===== config.mk =====
export PLATFORM = sky130hd
export DESIGN_NAME = capture_uart_dump
export DESIGN_NICKNAME = d
export VERILOG_FILES = /design/src/rtl/capture_uart_dump_pkg.sv /design/src/rtl/uart_tx.sv /design/src/rtl/capture_uart_dump.sv
export SDC_FILE = /design/constraint.sdc
export NUM_CORES = 1
export LEC_CHECK = 0
export ABC_CLOCK_PERIOD_IN_PS = 4400
export BUFFER_PORTS_ARGS = -buffer_cell sky130_fd_sc_hd__buf_4
export CAP_MARGIN = 20
export CORE_UTILIZATION = 60
export DETAILED_ROUTE_END_ITERATION = 16
export PLACE_DENSITY_LB_ADDON = 0.15
export SLEW_MARGIN = 40
export SYNTH_ARGS = -nofsm -noshare
export SYNTH_HDL_FRONTEND = slang
export SYNTH_SLANG_ARGS = --single-unit

===== constraint.sdc =====
create_clock -name clk -period 4.4 [get_ports clk]
set_clock_uncertainty 0.05 [all_clocks]
set_input_delay 0.44 -clock clk [delete_from_list [all_inputs] [get_ports clk]]
set_output_delay 0.44 -clock clk [all_outputs]
set_load 0.05 [all_outputs]

===== src/rtl/capture_uart_dump_pkg.sv =====
// Shared FSM state type and frame constants for the capture RAM UART dumper.
package capture_uart_dump_pkg;

  localparam logic [7:0] HDR_BYTE = 8'hA5;
  localparam int         CNT_W    = 16;

  typedef enum logic [3:0] {
    IDLE,
    HDR,
    CNT_HI,
    CNT_LO,
    RD_REQ,
    RD_WAIT,
    SEND,
    TAIL,
    DONE
  } state_t;

endpackage


===== src/rtl/uart_tx.sv =====
// 8N1 UART byte serializer; ready rises in the final stop-bit cycle so the
// next byte can start with no idle gap.
module uart_tx #(
  parameter int CLKS_PER_BIT = 434
) (
  input  logic       clk,
  input  logic       rst,
  input  logic [7:0] data,
  input  logic       valid,
  output logic       ready,
  output logic       tx
);

  localparam int TW = $clog2(CLKS_PER_BIT);

  logic          active;
  logic [3:0]    bit_idx;
  logic [TW-1:0] tmr;
  logic [9:0]    shreg;
  logic          bit_end;
  logic          last;

  assign bit_end = (tmr == '0);
  assign last    = active && bit_end && (bit_idx == 4'd9);
  assign ready   = !active || last;
  assign tx      = active ? shreg[0] : 1'b1;

  // shreg holds {stop, data, start}; bit 0 is always the bit on the line
  always_ff @(posedge clk or posedge rst) begin
    if (rst) begin
      active  <= 1'b0;
      bit_idx <= 4'd0;
      tmr     <= '0;
      shreg   <= '1;
    end else if (valid && ready) begin
      active  <= 1'b1;
      bit_idx <= 4'd0;
      tmr     <= TW'(CLKS_PER_BIT - 1);
      shreg   <= {1'b1, data, 1'b0};
    end else if (active) begin
      if (bit_end) begin
        if (last) begin
          active <= 1'b0;
        end else begin
          bit_idx <= bit_idx + 4'd1;
          shreg   <= {1'b1, shreg[9:1]};
          tmr     <= TW'(CLKS_PER_BIT - 1);
        end
      end else begin
        tmr <= tmr - TW'(1);
      end
    end
  end

endmodule


===== src/rtl/capture_uart_dump.sv =====
// Streams a header, sample count and the captured samples out over UART.
// Define DUMP_CHECKSUM_EN to append an XOR checksum byte to each frame.
module capture_uart_dump
  import capture_uart_dump_pkg::*;
#(
  parameter int BUS_WIDTH    = 8,
  parameter int MEMORY_SIZE  = 1024,
  parameter int CLKS_PER_BIT = 434
) (
  input  logic                           clk,
  input  logic                           rst,
  input  logic                           start,
  input  logic [$clog2(MEMORY_SIZE):0]   sample_cnt,
  output logic [$clog2(MEMORY_SIZE)-1:0] rd_addr,
  input  logic [BUS_WIDTH-1:0]           rd_data,
  output logic                           tx,
  output logic                           busy,
  output logic                           done
);

  // state   | meaning
  // IDLE    | waiting for start
  // HDR     | offering header byte 0xA5
  // CNT_HI  | offering count[15:8]
  // CNT_LO  | offering count[7:0]
  // RD_REQ  | rd_addr presents the current sample index
  // RD_WAIT | RAM data returns, captured into the sample buffer
  // SEND    | offering sample bytes, LSB first
  // TAIL    | checksum byte when enabled, otherwise pass-through
  // DONE    | waiting for the last stop bit to finish

  localparam int AW = $clog2(MEMORY_SIZE);
  localparam int CW = AW + 1;
  localparam int NB = BUS_WIDTH / 8;
  localparam int SW = (NB > 1) ? $clog2(NB) : 1;

  state_t               state_q, state_d;
  logic [CW-1:0]        count_q;
  logic [CW-1:0]        index_q;
  logic [CW-1:0]        index_next;
  logic [CW-1:0]        count_sat;
  logic [CNT_W-1:0]     count_f;
  logic [AW-1:0]        addr_q;
  logic [BUS_WIDTH-1:0] buf_q;
  logic [SW-1:0]        sel_q;
  logic                 last_byte;
  logic [7:0]           tx_data;
  logic                 tx_valid;
  logic                 tx_ready;
`ifdef DUMP_CHECKSUM_EN
  logic [7:0]           csum_q;
`endif

  assign count_sat  = (sample_cnt > CW'(MEMORY_SIZE)) ? CW'(MEMORY_SIZE) : sample_cnt;
  assign count_f    = CNT_W'(count_q);
  assign index_next = index_q + CW'(1);
  assign last_byte  = (sel_q == SW'(NB - 1));
  assign busy       = (state_q != IDLE);
  assign rd_addr    = addr_q;

  always_comb begin
    state_d  = state_q;
    tx_valid = 1'b0;
    tx_data  = HDR_BYTE;
    done     = 1'b0;
    case (state_q)
      IDLE: if (start) state_d = HDR;
      HDR: begin
        tx_valid = 1'b1;
        if (tx_ready) state_d = CNT_HI;
      end
      CNT_HI: begin
        tx_valid = 1'b1;
        tx_data  = count_f[15:8];
        if (tx_ready) state_d = CNT_LO;
      end
      CNT_LO: begin
        tx_valid = 1'b1;
        tx_data  = count_f[7:0];
        if (tx_ready) state_d = (count_q == '0) ? TAIL : RD_REQ;
      end
      RD_REQ:  state_d = RD_WAIT;
      RD_WAIT: state_d = SEND;
      SEND: begin
        tx_valid = 1'b1;
        tx_data  = buf_q[7:0];
        if (tx_ready && last_byte) state_d = (index_next < count_q) ? RD_REQ : TAIL;
      end
`ifdef DUMP_CHECKSUM_EN
      TAIL: begin
        tx_valid = 1'b1;
        tx_data  = csum_q;
        if (tx_ready) state_d = DONE;
      end
`else
      TAIL: state_d = DONE;
`endif
      // the last byte is still on the line; finish when its stop bit ends
      DONE: begin
        if (tx_ready) begin
          done    = 1'b1;
          state_d = IDLE;
        end
      end
      default: state_d = IDLE;
    endcase
  end

  always_ff @(posedge clk or posedge rst) begin
    if (rst) begin
      state_q <= IDLE;
      count_q <= '0;
      index_q <= '0;
      addr_q  <= '0;
      buf_q   <= '0;
      sel_q   <= '0;
    end else begin
      state_q <= state_d;
      case (state_q)
        IDLE: begin
          if (start) begin
            count_q <= count_sat;
            index_q <= '0;
            addr_q  <= '0;
            sel_q   <= '0;
          end
        end
        RD_WAIT: buf_q <= rd_data;
        SEND: begin
          if (tx_ready) begin
            if (last_byte) begin
              sel_q   <= '0;
              index_q <= index_next;
              // address only moves to a sample that will be read, so it stays in range
              if (index_next < count_q) addr_q <= AW'(index_next);
            end else begin
              sel_q <= sel_q + SW'(1);
              buf_q <= buf_q >> 8;
            end
          end
        end
        default: ;
      endcase
    end
  end

`ifdef DUMP_CHECKSUM_EN
  always_ff @(posedge clk or posedge rst) begin
    if (rst) begin
      csum_q <= 8'h00;
    end else if (state_q == IDLE && start) begin
      csum_q <= 8'h00;
    end else if (tx_valid && tx_ready &&
                 (state_q == CNT_HI || state_q == CNT_LO || state_q == SEND)) begin
      csum_q <= csum_q ^ tx_data;
    end
  end
`endif

  uart_tx #(
    .CLKS_PER_BIT(CLKS_PER_BIT)
  ) u_tx (
    .clk   (clk),
    .rst   (rst),
    .data  (tx_data),
    .valid (tx_valid),
    .ready (tx_ready),
    .tx    (tx)
  );

endmodule


==> flow_summary.ini, run 1 <==
[cells_and_area]
utilization_pct = 71.00
final_area_mm2 = 0.004179
area_delta_synth_final_pct = 14.23
diodes = 0
fin_nets = 456
fillCellCount = 443
mostFrequentLayoutCell = dfrtp_1
final_cell_mix = dfrtp_1, nand2_1, buf_4, o21ai_0, inv_1
drive_above_1_share_pct = 20.05

[setup_path]
cp.arrival_ns = 3.46
cp-end-kind = register
critPathMaxFanout = 10
crit_slowest_cell = or3_1
crit_top_cell = ha_1
worst-setup-path-type = register to register
cp-start-kind = register
slowest_delay_ns = 0.50
required_ns = 4.61
crit_chain = ha_1 > nand2_1 > nor2_1 > and3_1 > xnor2_1 > inv_1 > ha_1 > nand4_1 > o221ai_1 > a211o_1 > or3_1 > o22ai_1

[synthesis]
ys_seq_elements = 67
syn-instance-count = 390
synth_fp_nets = 427
yosys.cell_types.count = 50
ys_async_sr_fraction_pct = 100.0
synth_warnings = 0
synthFlopType = dfrtp_1
ys_seq_area_share_pct = 46.14
synth_enable_flop_cells = 0
avgSynthCellArea_um2 = 9.381
syn-cell-area_mm2 = 0.003659

[global_routing]
grt_use_met3_pct = 4.318
overflow = 0
busiest_layer = met2
track_usage_pct = 27.39
grt_start_max_net_pins = 36
grt_pass1_vias = 2807
antenna_found_initial = 0
gr-usage-met2_pct = 42.14
use_met1_pct = 37.97
grt_pass1_wl_mm = 13.24

[timing]
hold_viol = 0
fmax_mhz = 307.6
final.setup.worst_slack_ns = 1.149
setup_viol = 0
fin_crit_ns = 3.251
finalCritPeriodShare_pct = 73.88
slew_headroom_pct = 47.35
rsz0062_at_grt = false
tightest_slew_ns = 0.7785
fin_setup_tns_ns = 0
final_max_slew_viol_count = 0

[clocking]
cts_setup_buffers = 0
h-tree-depth = 3
insertion_delay_ns = 0.34
cts.repair.resized = 0
clock_path_buffers = 2
cts_root_buf = clkbuf_8
cts_num_sinks = 67
cts_tree = yes
clk_pin_slew_ns = 0.07
cts_buffers = 9
hold_buffers = 0

[place]
io_buffers = 34
place_congestion = 0.8272
placed_cell_area_mm2 = 0.003944
place_ws_ns = 1.159
dpl.hpwl_mm = 5.562

[hold_path]
hp-class = input port to asynchronous set/reset pin

[status]
outcome = finished, final reports clean

[detailed_routing]
drc = 0
drtIter0Drc = 167
wirelength_mm = 7.876
wl_per_cell_um = 15.78
firstDrtPassIters = 4
route.vias.total = 2990
viasPerCell = 5.992
ant_nets = 0

[floorplan]
io_pins = 35
coreArea_mm2 = 0.005886
dieHeight_um = 80.09
dieArea_mm2 = 0.006414
start_util_pct = 62.16
die-width_um = 80.09
rows = 28

[power]
peakVddDrop_mv = 0.2361
powerDensity_mw_per_mm2 = 293.1
leakagePower_uw = 0.001813
finalPower_uw = 1225

[run]
maxCapViolCount = 0
==> per-layer routing <==
| metal | vias up | part of all wire [%] |
|---|---|---|
| met5 | - | 0 |
| li1 | 1447 | - |
| met1 | 1440 | 46 |
| met4 | 0 | 2.2 |
| met3 | 15 | 4.2 |
| met2 | 88 | 48 |
==> cells in the mapped netlist (3+ instances only) <==
master	instances	area, µm²
mux2_2	12	135.1
or4_1	3	22.52
nand4_1	5	31.28
a22o_1	4	35.03
nand2_1	54	202.7
clkbuf_1	11	41.29
buf_6	3	33.78
o31ai_1	10	75.07
inv_1	28	105.1
a21oi_1	19	95.09
xor2_1	3	26.28
nor3_1	11	55.05
nor4_1	5	31.28
and3_1	3	18.77
a31oi_1	4	25.02
xnor2_1	7	61.31
dfrtp_1	58	1451
o22ai_1	16	100.1
nand2b_1	13	81.33
buf_2	3	15.01
a22oi_1	6	45.04
ha_1	15	187.7
o21ai_0	28	140.1
dfstp_2	9	236.5
nor2_1	18	67.56
nand3_1	12	60.06
==> critical path, delay by kind of cell, from the launching register on <==
family	cells	cell delay [ns]
buf+inv	1	0.08
xor+xnor	1	0.17
simple gates	5	1.13
fa+ha+maj	2	0.55
flops	1	0.46
compound gates	3	0.72
==> worst paths after layout <==
| path | from | end | slack [ns] | depth (start not counted) |
|---|---|---|---|---|
| min in group clk | rd_data[4] | buf_q[4]$_DFFE_PP0P_ | 0.28 | 2 |
| worst min-delay path | rst | index_q[9]$_DFFE_PP0P_ | 0.15 | 2 |
| worst max register to register | index_q[0]$_DFFE_PP0P_ | rd_addr[8]$_DFFE_PP0P_ | 1.15 | 12 |
| max in group asynchronous | rst | u_tx.shreg[8]$_DFFE_PP1P_ | 3.21 | 3 |
| worst max-delay path | index_q[0]$_DFFE_PP0P_ | rd_addr[8]$_DFFE_PP0P_ | 1.15 | 12 |
| worst min register to register | u_tx.shreg[1]$_DFFE_PP1P_ | u_tx.shreg[0]$_DFFE_PP1P_ | 0.43 | 2 |
==> power by group <==
group | total, µW | switching, µW | leakage [µW] | internal [µW]
Sequential | 616 | 0 | 0.000810 | 616
Clock | 577 | 230 | 0.000119 | 347
Combinational | 31.6 | 16.6 | 0.000884 | 15.1
==> sequential cells by signal, summed over array words and instances (netlist names), 4 cells and up <==
register / flops
index_q: 11
u_tx.shreg: 9
u_tx.tmr: 9
u_tx.bit_idx: 4
count_q: 11
rd_addr: 10
buf_q: 8
state_q: 4
==> layout make-up <==
class | count | area (µm²) | share of cell area, %
clock buffer | 11 | 151.4 | 3.623
clock inverter | 5 | 75.07 | 1.796
inverter | 28 | 105.1 | 2.515
multi-input combinational | 276 | 1788 | 42.78
sequential | 67 | 1688 | 40.39
tap | 75 | 93.84 | 2.246
timing repair buffer | 37 | 277.8 | 6.647
==> through the flow <==
| stage | hold WS, ns | std cells |
|---|---|---|
| 6_report | 0.1494 | 499 |
| 5_1_grt | 0.2060 | 499 |
| 4_1_cts | 0.1705 | 499 |
| 3_5_place_dp | 0.4223 | 483 |
| 3_3_place_gp | 0.4186 | 483 |
| 2_1_floorplan | 0.4059 | 390 |
==> cell families after synthesis <==
logic type,count (synthesis),share of synthesized area (%)
fa+ha+maj,15,5.130
compound gates,99,17.17
flops,67,46.14
simple gates,139,19.56
buf+inv,47,5.643
xor+xnor,10,2.394
mux,13,3.967
No activity file was read; power rests on OpenSTA's default activity.
==> inputs of run 2 (changes only) <==
- ABC_CLOCK_PERIOD_IN_PS: 4400 -> 3200
- CORE_UTILIZATION: 60 -> 59
- clock period: 4.4 -> 3.2 ns (I/O delays scaled with it)
==> flow_summary.ini, run 2 (same netlist as run 1, synthesis figures left out) <==
[detailed_routing]
ant_nets = 0
route.vias.total = 2960
wirelength_mm = 7.928
firstDrtPassIters = 4
viasPerCell = 5.861
drc = 0
wl_per_cell_um = 15.70
drtIter0Drc = 193

[floorplan]
dieArea_mm2 = 0.006520
rows = 28
die-width_um = 80.75
coreArea_mm2 = 0.005956
dieHeight_um = 80.75
start_util_pct = 61.43
io_pins = 35

[hold_path]
hp-class = input port to register
holdPathStages = 2

[global_routing]
grt_start_max_net_pins = 48
grt_pass1_vias = 2711
overflow = 0
antenna_found_initial = 0
track_usage_pct = 26.28
grt_pass1_wl_mm = 12.97

[cells_and_area]
fin_nets = 462
area_delta_synth_final_pct = 14.74
mostFrequentLayoutCell = dfrtp_1
diodes = 0
fillCellCount = 476
final_cell_mix = dfrtp_1, nand2_1, buf_4, o21ai_0, inv_1
final-seq-area_mm2 = 0.001689
final_area_mm2 = 0.004198
drive_above_1_share_pct = 20.23
multiInputGateArea_mm2 = 0.001784

[run]
maxCapViolCount = 0

[timing]
setup_viol = 0
tightest_slew_ns = 0.6986
slew_headroom_pct = 53.43
fin_crit_ns = 3.019
hold_viol = 0
fmax_mhz = 331.2
finalCritPeriodShare_pct = 94.34
final_max_slew_viol_count = 0
final.setup.worst_slack_ns = 0.1811

[clocking]
clock_path_buffers = 2
cts_buffers = 9
h-tree-depth = 3
cts_num_sinks = 67
cts_tree = yes
insertion_delay_ns = 0.35
cts_root_buf = clkbuf_8
clk_pin_slew_ns = 0.07

[setup_path]
required_ns = 3.41
cp.arrival_ns = 3.23
worst-setup-path-type = register to register
reg2reg_depth = 12
critPathMaxFanout = 10
cp-end-kind = register
cp-start-kind = register

[place]
place_congestion = 0.8783
placed_cell_area_mm2 = 0.003975
dpl.hpwl_mm = 5.540
place_ws_ns = 0.04691
io_buffers = 34

[status]
outcome = finished, final reports clean

[power]
peakVddDrop_mv = 0.3470
powerDensity_mw_per_mm2 = 384.1
finalPower_uw = 1612
leakagePower_uw = 0.001823
[run 2: timing repair]
item                                   CTS  global route
endpoints found under the hold margin    9             0
setup buffers                            0             0
setup endpoints to repair                0            10
gates resized for setup                  0             2
hold buffers                             1             0
[run 2: cell type report]
type                            count  share of cell area [%]
Timing Repair Buffer               43                   7.750
Clock buffer                       14                   3.875
Clock inverter                      2                  0.8346
Sequential cell                    67                   40.24
Tap cell                           75                   2.235
Inverter                           28                   2.563
Multi-Input combinational cell    276                   42.50
[run 2: path summary, 6_finish.rpt]
kind,from,end,slack [ns]
worst min-delay path,rd_data[5],buf_q[5]$_DFFE_PP0P_,0.16
worst max-delay path,index_q[0]$_DFFE_PP0P_,rd_addr[4]$_DFFE_PP0P_,0.18
max in group asynchronous,rst,index_q[0]$_DFFE_PP0P_,1.85
worst max register to register,index_q[0]$_DFFE_PP0P_,rd_addr[4]$_DFFE_PP0P_,0.18
worst min register to register,u_tx.shreg[1]$_DFFE_PP1P_,u_tx.shreg[0]$_DFFE_PP1P_,0.44
min in group asynchronous,rst,u_tx.tmr[6]$_DFFE_PP0P_,0.54
[run 2: worst max-delay path, stage by stage (launching register included)]
cell      delay [ns]
dfrtp_2         0.45
ha_1            0.25
nand2_1         0.10
nor2_1          0.06
and3_1          0.19
xnor2_1         0.21
inv_1           0.08
ha_1            0.29
nand4_1         0.14
o221ai_1        0.15
a211o_1         0.36
or3_4           0.42
o22ai_1         0.18
[run 2: report_power, final]
part | internal, µW | switching (µW)
Sequential | 847 | 0
Combinational | 21.7 | 23.2
Clock | 403 | 318
Total | 1270 | 341
[run 2: per-layer routing]
| layer | global-route usage (%) | vias up | part of all wire, % | wire, µm |
|---|---|---|---|---|
| met1 | 36.22 | 1415 | 48 | 3834 |
| met3 | 5.618 | 13 | 4.0 | 315 |
| li1 | - | 1466 | - | - |
| met4 | 9.643 | 0 | 1.9 | 150 |
| met5 | 0 | - | 0 | 0 |
| met2 | 40.85 | 66 | 46 | 3626 |
[run 2: stage by stage]
stage	hold WS (ns)	instances	utilization, %	setup TNS, ns
floorplan	0.4059	390	-	0
global placement	0.4283	488	66.70	0
detailed placement	0.3768	488	66.74	0
CTS	0.1449	505	70.23	0
global route	0.1481	505	70.48	-0.006509
finish	0.1555	505	70.48	0
==> inputs of run 3 (changes only) <==
- ABC_AREA: unset -> 1
- CORE_UTILIZATION: 59 -> 60
==> flow_summary.ini, run 3 <==
[floorplan]
coreArea_mm2 = 0.006026
start_util_pct = 63.35
dieArea_mm2 = 0.006686
dieHeight_um = 81.77
die-width_um = 81.77
io_pins = 35
rows = 28

[cells_and_area]
final_cell_mix = nand2_1, inv_1, dfrtp_1, nor2_1, nand3_1
drive_above_1_share_pct = 15.45
diodes = 0
mostFrequentLayoutCell = nand2_1
multiInputGateArea_mm2 = 0.001804
fillCellCount = 495
utilization_pct = 72.11
final-seq-area_mm2 = 0.001688
fin_nets = 582
area_delta_synth_final_pct = 13.83

[synthesis]
ys_seq_area_share_pct = 44.22
synth_most_common_cell = nand2_1
ys_seq_elements = 67
syn-instance-count = 507
synthFlopType = dfrtp_1
synth.top_cells.by_area = dfrtp_1, nand2_1, inv_1
netlist_top_cells_count = nand2_1, inv_1, dfrtp_1
synth_fp_nets = 544
ys_async_sr_fraction_pct = 100.0
synth_top_cell_by_area = dfrtp_1
yosys.cell_types.count = 31
synth_enable_flop_cells = 0
synth_top_area_share_pct = 38.02
syn-cell-area_mm2 = 0.003817
avgSynthCellArea_um2 = 7.529
synth_warnings = 0

[setup_path]
cp-start-kind = register
worst-setup-path-type = register to register
cp-end-kind = register
timing.rr.start = index_q[0]$_DFFE_PP0P_
ff2ff_setup_slack_ns = 0.37
required_ns = 3.44
crit_start = index_q[0]$_DFFE_PP0P_
critPathMaxFanout = 9
cp.arrival_ns = 3.07

[clocking]
cts_num_sinks = 67
cts.repair.resized = 0
hold_buffers = 0
cts_setup_buffers = 0
cts_buffers = 9
h-tree-depth = 3
cts_tree = yes
cts_root_buf = clkbuf_8
clock_path_buffers = 2
clk_pin_slew_ns = 0.07
insertion_delay_ns = 0.35

[timing]
rsz0062_at_grt = false
hold_viol = 40
fin_crit_ns = 2.832
setup_viol = 0
final_max_slew_viol_count = 0
finalCritPeriodShare_pct = 88.50
tightest_slew_ns = 0.5802
final.setup.worst_slack_ns = 0.3680
fin_setup_tns_ns = 0
hold_ws_ns = -0.02441
fmax_mhz = 353.1
slew_headroom_pct = 61.28

[run]
maxCapViolCount = 0

[detailed_routing]
drtIter0Drc = 269
wl_per_cell_um = 14.04
wirelength_mm = 8.778
drc = 0
viasPerCell = 5.530
firstDrtPassIters = 5
ant_nets = 0
route.vias.total = 3456

[hold_path]
hp-class = input port to asynchronous set/reset pin

[place]
io_buffers = 34
place_congestion = 0.9017
dpl.hpwl_mm = 6.381
place_ws_ns = 0.4530

[global_routing]
track_usage_pct = 28.72
grt_start_max_net_pins = 47
grt_pass1_wl_mm = 14.38
overflow = 0
antenna_found_initial = 0
grt_pass1_vias = 3207

[status]
violations = negative hold slack
outcome = finished, violations left

[power]
powerDensity_mw_per_mm2 = 657.2
peakVddDrop_mv = 0.6049
leakagePower_uw = 0.002332
[run 3: changes by cell type in the layout (fill, tap and decap cells not counted), sizes merged, moves of 11 or more]
cell,change
nand2b,-13
o31ai,-11
nand3,+37
nor2,+33
inv,+42
nand2,+99
[run 3: stage by stage]
stage	power, µW	hold slack (ns)	area [µm²]	std cells
floorplan	1864	0.3910	3817	507
global placement	2059	0.4073	4134	609
detailed placement	2088	0.3767	4136	609
CTS	2846	0.001006	4345	625
global route	3025	0.02805	4345	625
finish	2856	-0.02441	4345	625
[run 3: report_power, final]
part | switching (µW) | internal (µW) | leakage, µW
clock | 322 | 437 | 0.000103
sequential | 84.3 | 998 | 0.000843
combinational | 709 | 305 | 0.00138
total | 1120 | 1740 | 0.00233
[run 3: per-layer routing]
| metal | up-vias | global-route usage, % | share of wire (%) |
|---|---|---|---|
| li1 | 1690 | - | - |
| met4 | 0 | 12.98 | 2.2 |
| met5 | - | 0 | 0 |
| met1 | 1594 | 38.29 | 45 |
| met3 | 25 | 6.444 | 7.1 |
| met2 | 147 | 44.55 | 45 |
[run 3: critical path: stages, from the launching register on]
cell and delay (ns):
dfrtp_1 0.47, ha_1 0.21, nand2_1 0.10, nor2_1 0.20, nand4_1 0.14, nor2_1 0.15
xor2_1 0.22, ha_1 0.28, a21o_1 0.19, nor2_1 0.10, nand3_1 0.08, nand2_1 0.16
buf_4 0.19, nand3_1 0.11, nand2_1 0.10
[run 3: final cells by class]
type	instances	share of cell area (%)
well taps	75	2.160
flip-flops and latches	67	38.84
repair buffers	38	6.565
inverters	70	6.104
multi-input cells	359	41.52
clock buffers	11	3.023
clock inverters	5	1.785
[run 3: kinds of logic (layout without fill, tap and decap cells)]
logic type,Yosys count,count (layout),share of synthesized area [%]
fa+ha+maj,15,15,4.916
mux,5,5,1.475
simple gates,269,269,29.89
compound gates,62,62,9.145
xor+xnor,8,8,1.836
flops,67,67,44.22
buf+inv,81,124,8.521
[run 3: final timing paths]
| path | endpoint | cells after the start |
|---|---|---|
| min reg2reg | u_tx.shreg[4]$_DFFE_PP1P_ | 2 |
| max | rd_addr[5]$_DFFE_PP0P_ | 14 |
| max reg2reg | rd_addr[5]$_DFFE_PP0P_ | 14 |
| min | u_tx.tmr[2]$_DFFE_PP0P_ | 2 |
| min in group clk | count_q[1]$_DFFE_PP0P_ | 3 |
| max in group asynchronous | u_tx.shreg[8]$_DFFE_PP1P_ | 3 |
